--- config.mk ---
export PLATFORM = sky130hd
export DESIGN_NAME = pc_sequencer
export DESIGN_NICKNAME = d
export VERILOG_FILES = /design/src/rtl/mips_defs.sv /design/src/rtl/pc_range_chk.sv /design/src/rtl/pc_sequencer.sv
export SDC_FILE = /design/constraint.sdc
export NUM_CORES = 1
export LEC_CHECK = 0
export BUFFER_PORTS_ARGS = -buffer_cell sky130_fd_sc_hd__clkbuf_2
export CAP_MARGIN = 10
export CORE_MARGIN = 2
export CORE_UTILIZATION = 50
export DETAILED_ROUTE_END_ITERATION = 10
export PLACE_DENSITY = 0.85
export SKIP_LAST_GASP = 1
export SYNTH_ARGS = -nofsm -noshare
export SYNTH_HDL_FRONTEND = slang
export SYNTH_SLANG_ARGS = --single-unit
--- constraint.sdc ---
create_clock -name clk -period 3.1 [get_ports clk]
set_input_delay 0.62 -clock clk [delete_from_list [all_inputs] [get_ports clk]]
set_output_delay 0.62 -clock clk [all_outputs]
set_load 0.01 [all_outputs]
--- src/rtl/mips_defs.sv ---
`default_nettype none
// mips_defs: types and constants shared by the fetch-address sequencer.
package mips_defs;

  localparam logic [31:0] RESET_PC_DEF = 32'h0000_3000;
  localparam int          WORD_BYTES   = 4;

  typedef enum logic [1:0] {
    RUN  = 2'd0,
    PEND = 2'd1,
    HALT = 2'd2
  } seq_state_t;

  typedef enum logic [1:0] {
    SRC_SEQ = 2'd0,
    SRC_BR  = 2'd1,
    SRC_J   = 2'd2,
    SRC_JR  = 2'd3
  } redir_src_t;

endpackage
`default_nettype wire

--- src/rtl/pc_range_chk.sv ---
`default_nettype none
// pc_range_chk: flags an address as legal when it is word aligned and
// inside the IM window [RESET_PC, RESET_PC + 4*IM_WORDS).
module pc_range_chk
  import mips_defs::*;
#(
  parameter logic [31:0] RESET_PC = RESET_PC_DEF,
  parameter int          IM_WORDS = 1024
) (
  input  logic [31:0] addr,
  output logic        legal
);

  // The 33-bit window end keeps a wrapped 32-bit sum from aliasing into range.
  localparam logic [32:0] WIN_END = {1'b0, RESET_PC} + 33'(WORD_BYTES * IM_WORDS);

  always_comb begin
    legal = (addr[1:0] == 2'b00) && (addr >= RESET_PC) && ({1'b0, addr} < WIN_END);
  end

endmodule
`default_nettype wire

--- src/rtl/pc_sequencer.sv ---
`default_nettype none
// pc_sequencer: next-PC controller with priority redirects, stall hold,
// redirect-under-stall memory and halt on illegal fetch address.
module pc_sequencer
  import mips_defs::*;
#(
  parameter logic [31:0] RESET_PC = RESET_PC_DEF,
  parameter int          IM_WORDS = 1024
) (
  input  logic        clk,
  input  logic        reset,
  input  logic        stall,
  input  logic        br_req,
  input  logic [31:0] br_target,
  input  logic        j_req,
  input  logic [31:0] j_target,
  input  logic        jr_req,
  input  logic [31:0] jr_target,
  output logic [31:0] pc,
  output logic        pc_valid,
  output logic        redirect,
  output logic        addr_err,
  output logic [15:0] redirect_cnt
);

  seq_state_t  state, state_nxt;
  redir_src_t  src;
  logic [31:0] pend_target, pend_nxt, pc_nxt, pc_plus4, req_target, sel_target;
  logic        any_req, load, sel_legal, seq_legal, do_redirect;

  always_comb begin
    src        = SRC_SEQ;
    req_target = 32'd0;
    if (jr_req) begin
      src        = SRC_JR;
      req_target = jr_target;
    end else if (j_req) begin
      src        = SRC_J;
      req_target = j_target;
    end else if (br_req) begin
      src        = SRC_BR;
      req_target = br_target;
    end
  end

  assign any_req    = (src != SRC_SEQ);
  // A fresh request in the release cycle takes precedence over the pending one.
  assign sel_target = (state == PEND && !any_req) ? pend_target : req_target;
  assign load       = !stall && ((state == RUN && any_req) || state == PEND);
  assign pc_plus4   = pc + 32'd4;

  pc_range_chk #(.RESET_PC(RESET_PC), .IM_WORDS(IM_WORDS)) u_chk_target (
    .addr  (sel_target),
    .legal (sel_legal)
  );

  pc_range_chk #(.RESET_PC(RESET_PC), .IM_WORDS(IM_WORDS)) u_chk_seq (
    .addr  (pc_plus4),
    .legal (seq_legal)
  );

  always_ff @(posedge clk) begin
    if (reset) begin
      state        <= RUN;
      pc           <= RESET_PC;
      pend_target  <= 32'd0;
      pc_valid     <= 1'b1;
      redirect     <= 1'b0;
      addr_err     <= 1'b0;
      redirect_cnt <= 16'd0;
    end else begin
      state       <= state_nxt;
      pc          <= pc_nxt;
      pend_target <= pend_nxt;
      redirect    <= do_redirect;
      pc_valid    <= (state_nxt != HALT);
      addr_err    <= (state_nxt == HALT);
      if (do_redirect && redirect_cnt != 16'hFFFF) begin
        redirect_cnt <= redirect_cnt + 16'd1;
      end
    end
  end

  always_comb begin
    state_nxt = state;
    case (state)
      RUN: begin
        if (stall) begin
          if (any_req) state_nxt = PEND;
        end else if (load) begin
          if (!sel_legal) state_nxt = HALT;
        end else if (!seq_legal) begin
          state_nxt = HALT;
        end
      end
      PEND: begin
        if (!stall) state_nxt = sel_legal ? RUN : HALT;
      end
      HALT:    state_nxt = HALT;
      default: state_nxt = HALT;
    endcase
  end

  always_comb begin
    pc_nxt      = pc;
    pend_nxt    = pend_target;
    do_redirect = 1'b0;
    if (state == RUN || state == PEND) begin
      if (stall) begin
        if (any_req) pend_nxt = req_target;
      end else if (load) begin
        if (sel_legal) begin
          pc_nxt      = sel_target;
          do_redirect = 1'b1;
        end
      end else if (seq_legal) begin
        pc_nxt = pc_plus4;
      end
    end
  end

endmodule
`default_nettype wire

==> impl_metrics.toml, run 1 <==
[outcome]
status = "finished clean"

[timing]
slew_headroom = 0.293
fin_ws_ns = 0.206
slew_violations = 0
tightest_slew_ns = 1.06
grt_setup_unrepaired = "false"
setup_violations = 0
finalCritPeriodShare = 0.934
fmax_mhz = 346
post-route-min-period_ns = 2.89
skew_ns = 0.00412
hold_violations = 0
whs_ns = 0.459

[final_layout]
design_area_um2 = 6050
fin_util = 0.658
diodes = 0
nets = 882
nFillCells = 808
final_common_cell = "clkbuf_2"
final_cell_mix = "152 x clkbuf_2, 85 x dfxtp_1, 72 x nand2_1, 68 x a21oi_1"
drive_above_1_share = 0.306
syn2layout_area_growth_pct = 28.4

[pwr]
vdd_drop_max_uv = 226
cellPowerDensity_nw_per_um2 = 388
leakage_nw = 2.60

[clock_network]
cts.clk_slew.worst_paths_ns = 0.08
cts_tree = "yes"
numCtsBuffers = 9
clock_path_buffers = 2
clk_latency_ns = 0.36
cts.sinks = 85
cts_max_level = 3
ctsRootBufferMaster = "clkbuf_8"

[synthesis]
syn_area_um2 = 4720
syn_inst = 599
synth_top_cell_by_area = "dfxtp_1"
yosysSeqAreaShare = 0.361
synthArstFlopShare = 0
ys_ff_latch = 85
synth_cell_types = 61
synth_top_area_frac = 0.361
synth_area_leaders = "dfxtp_1 36%, a21oi_1 7.2%, nand2_1 5.7%"
synth_nets = 704
synth_warnings = 0
synthFlopType = "dfxtp_1"
synth_edf_count = 0
synth_area_per_cell_um2 = 7.87

[worst_hold_path]
hold_class = "register to register"

[worst_setup_path]
crit_family = "simple AND/OR/NAND/NOR gates"
start_kind = "input pin"
critPathSlowestCell = "or3_4"
arrival_ns = 3.11
path_class = "input pin to register"
max_stage_delay_ns = 0.49
crit_buf_inv = 3
end_kind = "register"
path_max_fanout = 36
crit_chain = "clkbuf_2 -> buf_12 -> nand3b_1 -> a2bb2oi_1 -> buf_4 -> nor4_1 -> o2111ai_1 -> or3_4 -> nor3_2 -> a21bo_2 -> a21oi_1"
required_ns = 3.32

[global_routing]
grt_pass1_vias = 4856
antenna_found_initial = 0
grt_pass1_wl_mm = 22.5
grt_max_degree = 45
grt.total_usage = 0.271
grt-ovfl-total = 0

[route]
antenna_left = 0
drtPass1Iterations = 5
routed_wl_mm = 13.7
num_vias = 5222
first_iter_violations = 326
wire_per_inst_um = 15.4
vias_per_cell = 5.86
drc_errors = 0

[floorplan]
fp.dieH_um = 101
coreArea_um2 = 9200
die-area_um2 = 10200
die_w_um = 101
io-pin-count = 153
start_util = 0.513
rows = 35

[placed_design]
dp_slack_ns = -0.180
hpwlAfterDp_mm = 10.5
placed_area_um2 = 5830
place_congestion = 0.898
io_buffer_count = 152

[run]
cap_violations = 0
[tightest hold or removal path, delay by kind of cell (launching register included)]
| kind | cells | cell delay [ns] |
|---|---|---|
| AO/OA/AOI/OAI | 1 | 0.05 |
| flip-flops | 1 | 0.31 |
| AND/OR/NAND/NOR | 1 | 0.05 |
[flip-flops by register name, summed over array words and instances, names as in the netlist]
| register | count |
|---|---|
| redirect | 1 |
| pc_valid | 1 |
| state | 2 |
| pend_target | 32 |
| pc | 32 |
| addr_err | 1 |
| redirect_cnt | 16 |
[worst paths after layout]
check | slack (ns) | endpoint | startpoint | depth (start not counted)
setup / recovery | 0.21 | redirect_cnt[11] | j_req | 11
hold / removal | 0.46 | pend_target[25] | pend_target[25] | 2
setup reg to reg | 0.25 | pc[2] | pc[13] | 11
hold reg to reg | 0.46 | pend_target[25] | pend_target[25] | 2
[where the power goes]
| group | total (W) | internal [W] | switching (W) |
|---|---|---|---|
| Sequential | 0.00116 | 0.00113 | 0.0000250 |
| Combinational | 0.000427 | 0.000197 | 0.000229 |
| Clock | 0.000764 | 0.000385 | 0.000379 |
| Total | 0.00235 | 0.00171 | 0.000633 |
[stage by stage]
stage	TNS [ns]	power (W)	std cells
2_1_floorplan	0	0.00142	599
3_3_place_gp	-0.540	0.00158	874
6_report	0	0.00235	891
5_1_grt	0	0.00244	891
3_5_place_dp	-1.63	0.00159	874
4_1_cts	0	0.00234	888
[layout make-up]
type,instances,area (µm²),area share
Multi-Input combinational cell,464,2790,0.461
Sequential cell,85,1700,0.281
Timing Repair Buffer,209,1210,0.200
Clock buffer,12,145,0.0240
Tap cell,111,139,0.0229
Clock inverter,2,35.0,0.00579
Inverter,8,30.0,0.00496
[cell usage after synthesis, types with 3 or more instances]
master and number:
nor2b_1 6, a21oi_1 68, inv_1 7, buf_6 4, and3_1 14, clkbuf_1 26, o31ai_1 3, nand3_1 23
nand2_1 72, mux2i_1 6, a31oi_1 6, nand3b_1 23, xnor2_1 11, dfxtp_1 85, nand2b_1 5, a32o_1 6
and4_1 3, or2_2 3, nor2_1 55, nor3b_1 5, and2_1 19, or3_1 4, nor4_1 20, a2bb2oi_1 19
buf_2 6, nor3_2 3, ha_1 3, xor2_1 3, o21ai_0 20, a221o_1 11, nand4_1 13, nor3_1 9
buf_4 3
[routing by layer]
metal,part of all wire,global-route usage,vias up
li1,-,-,2541
met1,0.45,0.367,2443
met2,0.47,0.445,217
met3,0.066,0.0361,21
met4,0.016,0.0946,0
met5,0,0,-
[kinds of logic after synthesis]
kind of cell / after synthesis / share of synthesized area
XOR/XNOR: 14 / 0.0260
multiplexers: 7 / 0.0151
flip-flops: 85 / 0.361
buffers and inverters: 50 / 0.0507
adder cells (fa/ha/maj): 3 / 0.00796
AO/OA/AOI/OAI: 153 / 0.216
AND/OR/NAND/NOR: 287 / 0.324
[timing repair]
action	CTS	global route
hold buffers	0	0
gates resized for setup	1	0
setup buffers	0	3
setup endpoints to repair	9	8
cloned	0	0
pin swaps	0	1
Note: power is estimated with default switching activity, not from simulation.
==> run 2, diff against run 1 <==
--- a/config.mk
+++ b/config.mk
@@ -6,9 +6,9 @@
 export NUM_CORES = 1
 export LEC_CHECK = 0
 export BUFFER_PORTS_ARGS = -buffer_cell sky130_fd_sc_hd__clkbuf_2
-export CAP_MARGIN = 10
 export CORE_MARGIN = 2
 export CORE_UTILIZATION = 50
+export CTS_CLUSTER_SIZE = 24
 export DETAILED_ROUTE_END_ITERATION = 10
 export PLACE_DENSITY = 0.85
 export SKIP_LAST_GASP = 1
==> constraint.sdc (replaced) <==
create_clock -name clk -period 3.1 [get_ports clk]
set_input_delay 0.465 -clock clk [delete_from_list [all_inputs] [get_ports clk]]
set_output_delay 0.465 -clock clk [all_outputs]
set_load 0.01 [all_outputs]
==> run 2 against run 1 <==
Effect of this change:
- non-clock buffer count fell by 17
- clock skew rose by 0.015 ns
- combinational power fell by 4%
- sequential power barely moved
- wire length barely moved
- power fell by 4.8%
- critical path type is now register to register
- largest power group unchanged
==> impl_metrics.toml, run 2 (same netlist as run 1, synthesis figures left out) <==
[outcome]
status = "finished clean"

[route]
drtPass1Iterations = 5
wire_per_inst_um = 15.7
routed_wl_mm = 13.7
vias_per_cell = 5.96
antenna_left = 0
first_iter_violations = 314
drc_errors = 0
num_vias = 5216

[placed_design]
dp.cells = 858
hpwlAfterDp_mm = 10.4
io_buffer_count = 152
placed_area_um2 = 5710
place_congestion = 0.982

[worst_setup_path]
r2r_slack_ns = 0.19
crit_chain = "nand3_1 -> or4_4 -> buf_4 -> nor4_1 -> xnor2_1 -> nand3_1 -> o31ai_4 -> buf_12 -> buf_4 -> mux2i_1 -> a21oi_1"
startpoint = "pc[15]"
path_class = "register to register"
worstReg2RegStart = "pc[15]"
start_kind = "register"
worst-path-stages = 11
end_kind = "register"
critPathSlowestCell = "or4_4"
crit_family = "simple AND/OR/NAND/NOR gates"
r2r_end = "pc[8]"
max_stage_delay_ns = 0.51
crit_buf_inv = 3
crit_path_end = "pc[8]"
required_ns = 3.32
worstRegToRegCells = 11
arrival_ns = 3.13
path_max_fanout = 12

[pwr]
leakage_nw = 2.52
cellPowerDensity_nw_per_um2 = 378
vdd_drop_max_uv = 207

[clock_network]
cts_tree = "yes"
ctsRootBufferMaster = "clkbuf_8"
numCtsBuffers = 9
clk_latency_ns = 0.37
cts.sinks = 85
cts.clk_slew.worst_paths_ns = 0.09
cts_max_level = 3
clock_path_buffers = 2

[timing]
finalCritPeriodShare = 0.940
post-route-min-period_ns = 2.91
hold_violations = 0
skew_ns = 0.0188
grt_setup_unrepaired = "false"
slew_headroom = 0.277
whs_ns = 0.435
fmax_mhz = 343
setup_violations = 0
tightest_slew_ns = 1.08
slew_violations = 0

[final_layout]
instances_no_fill = 875
nFillCells = 825
multiInputGateArea_um2 = 2810
diodes = 0
area.sequential_um2 = 1700
syn2layout_area_growth_pct = 25.5
nets = 865
design_area_um2 = 5920
final_cell_mix = "152 x clkbuf_2, 85 x dfxtp_1, 72 x nand2_1, 68 x a21oi_1, 55 x nor2_1"
reg_top3 = "pc x32, pend_target x32, redirect_cnt x16"
drive_above_1_share = 0.296
final_common_cell = "clkbuf_2"
fin_util = 0.644

[floorplan]
die_w_um = 101
start_util = 0.513
fp.dieH_um = 101
die-area_um2 = 10200
rows = 35
io-pin-count = 153
coreArea_um2 = 9200

[global_routing]
grt_pass1_wl_mm = 22.1
grt_pass1_vias = 4762
grt_max_degree = 62
grt-ovfl-total = 0
antenna_found_initial = 0
grt.total_usage = 0.267

[worst_hold_path]
holdCritStartpoint = "stall"
hold_class = "input pin to register"

[run]
cap_violations = 0
[run 2: layout make-up]
type | count | area share
Multi-Input combinational cell | 464 | 0.474
Sequential cell | 85 | 0.288
Timing Repair Buffer | 192 | 0.184
Tap cell | 111 | 0.0235
Clock buffer | 10 | 0.0216
Inverter | 8 | 0.00507
Clock inverter | 5 | 0.00486
[run 2: report_power, final]
group          switching [W]  internal (W)
clock network       0.000387      0.000283
logic               0.000227      0.000182
registers          0.0000256       0.00113
total               0.000639       0.00160
[run 2: worst register-to-register path, cell delays in order, from the launching register on]
cell and delay (ns):
dfxtp_1 0.35, nand3_1 0.13, or4_4 0.51, buf_4 0.17
nor4_1 0.38, xnor2_1 0.22, nand3_1 0.18, o31ai_4 0.29
buf_12 0.17, buf_4 0.12, mux2i_1 0.19, a21oi_1 0.08
[run 2: routing by layer]
layer  wire length (µm)  vias to the layer above  GRT usage
met5                  0                        -          0
met4                196                        0     0.0811
met3               1040                       22     0.0541
met2               6580                      249      0.451
met1               5890                     2435      0.344
li1                   -                     2510          -
[run 2: worst min path at each step]
stage | end | cells past startpoint
detailed placement | pend_target[1] | 2
global route | state[0] | 2
global placement | pend_target[12] | 2
floorplan | pend_target[12] | 2
CTS | state[0] | 2
finish | state[0] | 2
[run 2: timing repair]
item                                    in CTS  in global routing
hold endpoints to repair                     0                  0
hold buffers                                 0                  0
gates resized for setup                      1                  3
endpoints found under the setup margin       7                 32
setup buffers                                0                  2
gates cloned                                 0                  0
pin swaps                                    0                  1
[run 2: through the flow]
| stage | setup WS (ns) | total power (W) | setup TNS (ns) |
|---|---|---|---|
| after floorplan | 0.403 | 0.00142 | 0 |
| after global placement | -0.0368 | 0.00156 | -0.0999 |
| after detailed placement | -0.143 | 0.00157 | -0.531 |
| after CTS | 0.0678 | 0.00222 | 0 |
| after global routing | 0.0372 | 0.00233 | 0 |
| final | 0.186 | 0.00223 | 0 |
==> run 3, diff against run 2 <==
--- a/config.mk
+++ b/config.mk
@@ -10,8 +10,9 @@
 export CORE_UTILIZATION = 50
 export CTS_CLUSTER_SIZE = 24
 export DETAILED_ROUTE_END_ITERATION = 10
-export PLACE_DENSITY = 0.85
+export PLACE_DENSITY = 0.83
 export SKIP_LAST_GASP = 1
 export SYNTH_ARGS = -nofsm -noshare
 export SYNTH_HDL_FRONTEND = slang
+export SYNTH_HIERARCHICAL = 1
 export SYNTH_SLANG_ARGS = --single-unit
==> run 3 against run 2 <==
Effect of this change:
- first-iteration DRC count rose to 4.7 times the previous value
- setup slack got worse by 1.1 ns
- global-route usage grew 12 points
- clock power up 37%
- the run now ends with setup timing left
- clock skew down 0.0012 ns
- area after synthesis increased by 13%
- critical endpoint is now pc[7]
- critical path type unchanged
- design area increased by 49%
- fmax fell by 27%
- wire length rose by 120%
- synthesized cell count is 19% higher
==> impl_metrics.toml, run 3 <==
[outcome]
status = "complete, but fails checks"
failed_checks = "setup timing"

[floorplan]
start_util = 0.517
rows = 37
fp.dieH_um = 107
die-area_um2 = 11500
io-pin-count = 153
coreArea_um2 = 10300
die_w_um = 107

[global_routing]
grt.total_usage = 0.392
grt_max_degree = 83
antenna_found_initial = 0
grt_pass1_wl_mm = 35.6
grt_pass1_vias = 6956
grt-ovfl-total = 0

[timing]
tightest_slew_ns = 1.19
fmax_mhz = 251
finalCritPeriodShare = 1.28
slew_violations = 0
skew_ns = 0.0176
hold_violations = 0
post-route-min-period_ns = 3.98
slew_headroom = 0.201
grt_setup_unrepaired = "true"
fin_ws_ns = -0.881
setup_violations = 52

[route]
antenna_left = 0
wire_per_inst_um = 25.2
drc_errors = 0
routed_wl_mm = 29.6
num_vias = 8311
vias_per_cell = 7.07
drtPass1Iterations = 8
first_iter_violations = 1472

[pwr]
cellPowerDensity_nw_per_um2 = 304
vdd_drop_max_uv = 238
leakage_nw = 3.89

[worst_hold_path]
holdPathEnd = "pend_target[25]"
hold_class = "input pin to register"
holdCritStartpoint = "jr_target[25]"
hold_depth = 5

[clock_network]
clk_latency_ns = 0.38
cts.clk_slew.worst_paths_ns = 0.10
cts.sinks = 85
numCtsBuffers = 9
clock_path_buffers = 2
holdBufCountCts = 0
ctsRootBufferMaster = "clkbuf_8"
cts_max_level = 3
cts_tree = "yes"

[worst_setup_path]
path_max_fanout = 7
arrival_ns = 4.25
crit_buf_inv = 4
r2r_end = "pc[7]"
path_class = "register to register"
crit_chain = "nand4_2 -> buf_4 -> nor4_4 -> buf_4 -> nand2_1 -> nor2_1 -> xor2_1 -> nor4_1 -> nand4_1 -> nor4_4 -> nor3b_4 -> buf_6 -> mux2i_4 -> buf_6 -> nor2_4 -> o21ai_0 -> o32ai_1"
worstRegToRegCells = 17
end_kind = "register"
r2r_slack_ns = -0.88
max_stage_delay_ns = 0.44
crit_family = "simple AND/OR/NAND/NOR gates"
start_kind = "register"
critPathSlowestCell = "nor4_1"
worstReg2RegStart = "pc[10]"
required_ns = 3.37

[synthesis]
syn_inst = 711
synth_area_per_cell_um2 = 7.50
synth_warnings = 6
syn_area_um2 = 5330
synth_nets = 815

[placed_design]
placed_area_um2 = 7300
dp_slack_ns = -0.907
io_buffer_count = 152
place_congestion = 0.895
hpwlAfterDp_mm = 13.1

[final_layout]
syn2layout_area_growth_pct = 65.2
nets = 1138
final_cell_mix = "182 x buf_4, 150 x clkbuf_2, 101 x nand2_1, 73 x dfxtp_1, 55 x a21oi_1"
reg_top3 = "pc x32, pend_target x32, redirect_cnt x16"
final_common_cell = "buf_4"
drive_above_1_share = 0.493
diodes = 0
design_area_um2 = 8810

[run]
cap_violations = 0
-- run 3: what timing repair did --
action,CTS,global route
pin swaps,25,37
buffers inserted,43,22
resized for setup,77,96
gates cloned,2,2
setup endpoints to repair,49,52
-- run 3: worst max path at each step --
| stage | startpoint | to | slack, ns | cells past startpoint |
|---|---|---|---|---|
| CTS | pc[15] | pc[16] | -0.33 | 13 |
| global placement | br_req | redirect_cnt[11] | -0.79 | 15 |
| finish | pc[10] | pc[7] | -0.88 | 17 |
| floorplan | br_req | redirect_cnt[11] | -0.68 | 16 |
| global route | pc[3] | pc[17] | -0.97 | 18 |
| detailed placement | j_req | redirect_cnt[11] | -0.91 | 16 |
-- run 3: power breakdown --
part / switching [W] / internal (W)
Sequential: 0.0000243 / 0.00112
Clock: 0.000473 / 0.000443
Combinational: 0.000353 / 0.000265
Total: 0.000850 / 0.00183
-- run 3: worst reg2reg max path: stages (launching register included) --
cell and delay, ns:
dfxtp_1 0.41, nand4_2 0.16, buf_4 0.22, nor4_4 0.19, buf_4 0.22, nand2_1 0.11
nor2_1 0.15, xor2_1 0.10, nor4_1 0.44, nand4_1 0.32, nor4_4 0.29, nor3b_4 0.31
buf_6 0.15, mux2i_4 0.11, buf_6 0.22, nor2_4 0.14, o21ai_0 0.16, o32ai_1 0.16
-- run 3: per-layer routing --
metal / vias to the layer above / share of wire / GRT usage
met3: 400 / 0.15 / 0.0745
met4: 0 / 0.12 / 0.215
met5: - / 0 / 0
met1: 3641 / 0.31 / 0.484
met2: 1033 / 0.42 / 0.642
li1: 3237 / - / -
-- run 3: layout make-up --
| cell class | count | area [µm²] |
|---|---|---|
| multi-input combinational | 542 | 4020 |
| timing repair buffer | 366 | 2570 |
| sequential | 85 | 1720 |
| fill | 451 | 1510 |
| tap | 136 | 170 |
| clock buffer | 12 | 165 |
| inverter | 30 | 116 |
| clock inverter | 4 | 52.6 |
-- run 3: through the flow --
step	hold WS (ns)	power (W)	cells	setup TNS [ns]	utilization
after detailed placement	0.447	0.00158	1093	-31.76	0.707
final	0.448	0.00268	1175	-32.87	0.853
after global placement	0.438	0.00157	1093	-26.72	0.707
after CTS	0.440	0.00248	1153	-10.01	0.794
after floorplan	0.432	0.00137	711	-18.90	-
after global routing	0.467	0.00272	1175	-36.94	0.853
